===== src/rtl/pwm_peripheral.sv =====
// Sixteen-channel PWM output stage driven by SPI control bytes.
// Each channel is forced low, forced high, or follows one shared PWM waveform; all outputs are registered.
module pwm_peripheral #(
    parameter int CLK_DIV = 10
) (
    input  logic        clk,
    input  logic        rst,
    input  logic [7:0]  en_reg_out_7_0,
    input  logic [7:0]  en_reg_out_15_8,
    input  logic [7:0]  en_reg_pwm_7_0,
    input  logic [7:0]  en_reg_pwm_15_8,
    input  logic [7:0]  pwm_duty_cycle,
    output logic [15:0] out,
    output logic        pwm_period_start
);

    localparam int PW = (CLK_DIV > 1) ? $clog2(CLK_DIV) : 1;
    localparam logic [PW-1:0] PRESC_LAST = PW'(CLK_DIV - 1);
    localparam logic [7:0]    CNT_LAST   = 8'd254;

    logic [PW-1:0] prescaler_reg;
    logic [PW-1:0] prescaler_next;
    logic [7:0]    counter_reg;
    logic [7:0]    counter_next;
    logic [7:0]    duty_shadow_reg;
    logic [7:0]    duty_eff;
    logic          tick;
    logic          period_first;
    logic          pwm_raw;
    logic [15:0]   en_out;
    logic [15:0]   en_pwm;
    logic [15:0]   out_next;

    assign en_out = {en_reg_out_15_8, en_reg_out_7_0};
    assign en_pwm = {en_reg_pwm_15_8, en_reg_pwm_7_0};

    always_comb begin
        tick           = (prescaler_reg == PRESC_LAST);
        prescaler_next = tick ? '0 : prescaler_reg + PW'(1);
        counter_next   = counter_reg;
        if (tick) begin
            // The counter stops at 254 so a duty of 0xFF keeps the output high all period.
            counter_next = (counter_reg == CNT_LAST) ? 8'd0 : counter_reg + 8'd1;
        end
    end

    // The duty on the first cycle of a period holds for the whole period, avoiding runt pulses.
    always_comb begin
        period_first = (prescaler_reg == '0) && (counter_reg == 8'd0);
        duty_eff     = period_first ? pwm_duty_cycle : duty_shadow_reg;
        pwm_raw      = (counter_reg < duty_eff);
    end

    generate
        for (genvar gi = 0; gi < 16; gi++) begin : g_chan
            assign out_next[gi] = en_out[gi] ? (en_pwm[gi] ? pwm_raw : 1'b1) : 1'b0;
        end
    endgenerate

    always_ff @(posedge clk) begin
        if (rst) begin
            prescaler_reg    <= '0;
            counter_reg      <= 8'd0;
            duty_shadow_reg  <= 8'd0;
            out              <= 16'h0000;
            pwm_period_start <= 1'b0;
        end else begin
            prescaler_reg    <= prescaler_next;
            counter_reg      <= counter_next;
            duty_shadow_reg  <= duty_eff;
            out              <= out_next;
            pwm_period_start <= period_first;
        end
    end

endmodule


===== config.mk =====
export PLATFORM = sky130hd
export DESIGN_NAME = pwm_peripheral
export DESIGN_NICKNAME = d
export VERILOG_FILES = /design/src/rtl/pwm_peripheral.sv
export SDC_FILE = /design/constraint.sdc
export NUM_CORES = 1
export LEC_CHECK = 0
export CAP_MARGIN = 20
export CELL_PAD_IN_SITES_DETAIL_PLACEMENT = 0
export CELL_PAD_IN_SITES_GLOBAL_PLACEMENT = 1
export CORE_AREA = 8 8 89 75
export CTS_BUF_LIST = sky130_fd_sc_hd__clkbuf_4 sky130_fd_sc_hd__clkbuf_8
export DETAILED_ROUTE_END_ITERATION = 6
export DIE_AREA = 0 0 97 83
export PLACE_DENSITY_LB_ADDON = 0.1
export SLEW_MARGIN = 15
export SYNTH_ARGS = -nofsm -noshare
export SYNTH_HDL_FRONTEND = slang
export SYNTH_SLANG_ARGS = --single-unit

===== constraint.sdc =====
create_clock -name clk -period 3.2 [get_ports clk]
set_input_delay 0.48 -clock clk [delete_from_list [all_inputs] [get_ports clk]]
set_output_delay 0.48 -clock clk [all_outputs]
set_load 0.005 [all_outputs]

==> results <==
## cell families (layout without fill, tap and decap cells)
group                    count (synthesis)  after routing
AO/OA/AOI/OAI                           46             46
XOR/XNOR                                 6              6
AND/OR/NAND/NOR                         63             63
adder cells (fa/ha/maj)                 13             13
buffers and inverters                   12             75
flip-flops                              37             37
multiplexers                             9              9
## stage by stage
step / power [W] / hold slack (ns)
5_1_grt: 0.00122 / 0.520
3_3_place_gp: 0.000814 / 0.481
2_1_floorplan: 0.000678 / 0.464
3_5_place_dp: 0.000815 / 0.491
6_report: 0.00115 / 0.503
4_1_cts: 0.00117 / 0.512
## area by class of cell
class | count | area [µm²]
clock buffers | 6 | 82.6
clock inverters | 2 | 13.8
fillers | 495 | 2660
inverters | 4 | 15.0
multi-input cells | 137 | 1040
flip-flops and latches | 37 | 741
well taps | 65 | 81.3
repair buffers | 63 | 618
## critical path: cells and delay by family (launching register included)
| family | cells | cell delay [ns] |
|---|---|---|
| AOI/OAI and AO/OA | 3 | 0.88 |
| and+or+nand+nor | 3 | 0.42 |
| adders and majority gates | 2 | 0.48 |
| buffers and inverters | 2 | 0.24 |
| DFF | 1 | 0.40 |
| muxes | 1 | 0.29 |
## repair_timing
action / in CTS / in global routing
endpoints found under the setup margin: 0 / 16
buffers inserted: 0 / 1
endpoints found under the hold margin: 0 / 0
## layer usage
metal	GRT usage (%)	vias up
met1	15.2	703
met5	0	-
met2	16.8	42
met4	4.18	0
met3	3.89	5
li1	-	795
## power by group
part	switching, W	internal, W
Combinational	0.000118	0.000166
Clock	0.000172	0.000175
Sequential	0.0000134	0.000503
## final timing paths
kind / startpoint / to / slack (ns) / cells after the start
worst min register to register: duty_shadow_reg[2]$_SDFF_PP0_ / duty_shadow_reg[2]$_SDFF_PP0_ / 0.50 / 2
worst min-delay path: duty_shadow_reg[2]$_SDFF_PP0_ / duty_shadow_reg[2]$_SDFF_PP0_ / 0.50 / 2
worst max register to register: prescaler_reg[0]$_SDFF_PP0_ / out[8]$_SDFF_PP0_ / 0.39 / 11
worst max-delay path: prescaler_reg[0]$_SDFF_PP0_ / out[8]$_SDFF_PP0_ / 0.39 / 11
## cells in the mapped netlist
| library cell | count |
|---|---|
| a21o_1 | 19 |
| a21oi_1 | 5 |
| a221o_1 | 1 |
| a31o_1 | 1 |
| and2_1 | 1 |
| and3_1 | 2 |
| and3b_1 | 1 |
| buf_1 | 1 |
| buf_6 | 2 |
| clkbuf_1 | 5 |
| dfxtp_1 | 37 |
| ha_1 | 13 |
| inv_1 | 4 |
| mux2_4 | 1 |
| mux2i_1 | 8 |
| nand2_1 | 4 |
| nand2b_1 | 17 |
| nand3_1 | 6 |
| nand3b_1 | 1 |
| nand4_1 | 3 |
| nand4b_1 | 1 |
| nor2_1 | 18 |
| nor3_1 | 3 |
| nor3b_1 | 1 |
| nor4_2 | 1 |
| nor4b_2 | 1 |
| o211ai_1 | 1 |
| o21a_1 | 1 |
| o21ai_0 | 2 |
| o31ai_1 | 6 |
| o31ai_2 | 10 |
| or3_1 | 3 |
| xnor2_1 | 2 |
| xor2_1 | 4 |
==> impl_metrics.env <==
export IMPL_synth_compound_area_share_pct=20.7
export IMPL_hpwlAfterDp_um=3430
export IMPL_synth_xor_area_share_pct=2.85
export IMPL_wl_um=4610
export IMPL_die_area_um2=8050
export IMPL_grt_pass1_wl_um=7610
export IMPL_layout_commonest_cell="clkdlybuf4s50_1"
export IMPL_drt_iter0_markers=32
export IMPL_final_cell_mix="58 x clkdlybuf4s50_1, 37 x dfxtp_1, 19 x a21o_1"
export IMPL_seq_area_frac_synth_pct=40.2
export IMPL_syn_num_nets=241
export IMPL_crit_top_cell="ha_1"
export IMPL_crit_type="flip-flop to flip-flop"
export IMPL_cts_tree="yes"
export IMPL_final_cells=314
export IMPL_cts_sinks=37
export IMPL_core_area_um2=5260
export IMPL_syn_inst=186
export IMPL_portBuffers=58
export IMPL_post_route_util_pct=49.4
export IMPL_clock_fmax_mhz=355
export IMPL_post_drt_wl_per_cell_um=14.7
export IMPL_grt_pass1_vias=1532
export IMPL_syn_cell_area_um2=1840
export IMPL_required_ns=3.40
export IMPL_vias_per_cell=4.92
export IMPL_critPathSlowestCell="a221o_1"
export IMPL_netlist_top_cells_area="dfxtp_1 40%, ha_1 8.8%, a21o_1 7.7%"
export IMPL_rsz0062_at_grt="no"
export IMPL_cp_cell_sequence="inv_1 -> ha_1 -> nor4b_2 -> nand4b_1 -> buf_4 -> mux2i_1 -> ha_1 -> and2_1 -> a221o_1 -> a21o_1 -> o31ai_2"
export IMPL_maxCapViolCount=0
export IMPL_cts_buffers=5
export IMPL_final_antenna_net_count=0
export IMPL_track_usage_pct=11.5
export IMPL_clock_path_buffers=2
export IMPL_ys_ff_latch=37
export IMPL_synth_top_family_by_area="compound AO/OA/AOI/OAI gates"
export IMPL_end_kind="flip-flop"
export IMPL_place_inst=305
export IMPL_top_layer_used="met4"
export IMPL_cts_hold_buf=0
export IMPL_syn_to_final_growth_pct=40.7
export IMPL_antenna_cells=0
export IMPL_start_kind="flip-flop"
export IMPL_drc=0
export IMPL_setup_violations=0
export IMPL_cts_clk_slew_worst_paths_ns=0.08
export IMPL_synthAdderAreaFrac_pct=8.83
export IMPL_num_rows=24
export IMPL_start_util_pct=35.1
export IMPL_hold_class="flip-flop to flip-flop"
export IMPL_drtPass1Iterations=4
export IMPL_grt_max_degree=24
export IMPL_powerDensity_nw_per_um2=442
export IMPL_htree_levels=2
export IMPL_synth_area_leader_cell="dfxtp_1"
export IMPL_pre_cts_slack_ns=0.200
export IMPL_setup_slack_ns=0.386
export IMPL_largest_reg_flops=16
export IMPL_hold_violations=0
export IMPL_peakVddDrop_mv=0.208
export IMPL_die_width_um=97
export IMPL_path_max_fanout=16
export IMPL_routabilityCongestion=0.710
export IMPL_clock_root_buffer="clkbuf_8"
export IMPL_max_stage_delay_ns=0.56
export IMPL_met3_length_um=264
export IMPL_yosys_area_top_type_share_pct=40.2
export IMPL_die_h_um=83
export IMPL_ys_warn_count=0
export IMPL_grt_overflow=0
export IMPL_fin_crit_sh_pct=87.9
export IMPL_yosys_area_share_simple_pct=19.0
export IMPL_clock_skew_ns=0.00882
export IMPL_max_slew_margin_pct=50.5
export IMPL_slew_viol_final=0
export IMPL_fin_tns_setup_ns=0
export IMPL_antenna_found_initial=0
export IMPL_cts_resized=0
export IMPL_worstMarginPinSlew_ns=0.741
export IMPL_place_area_um2=2490
export IMPL_wirelength_met1_um=2320
export IMPL_status="finished, final reports clean"
export IMPL_ios=59
export IMPL_post_route_min_period_ns=2.81
export IMPL_muxShareOfSynthArea_pct=5.16
export IMPL_fin_area_um2=2590
export IMPL_fin_nets=303
export IMPL_cp_arrival_ns=3.02
export IMPL_met2WireLength_um=1970
export IMPL_power_leakage_nw=1.09
export IMPL_synth_cell_types=34
export IMPL_drive_gt1_share_pct=10.4
export IMPL_vias=1545
export IMPL_synth_area_per_cell_um2=9.91
export IMPL_clock_latency_ns=0.29
Power figures use the tool's default switching activity.
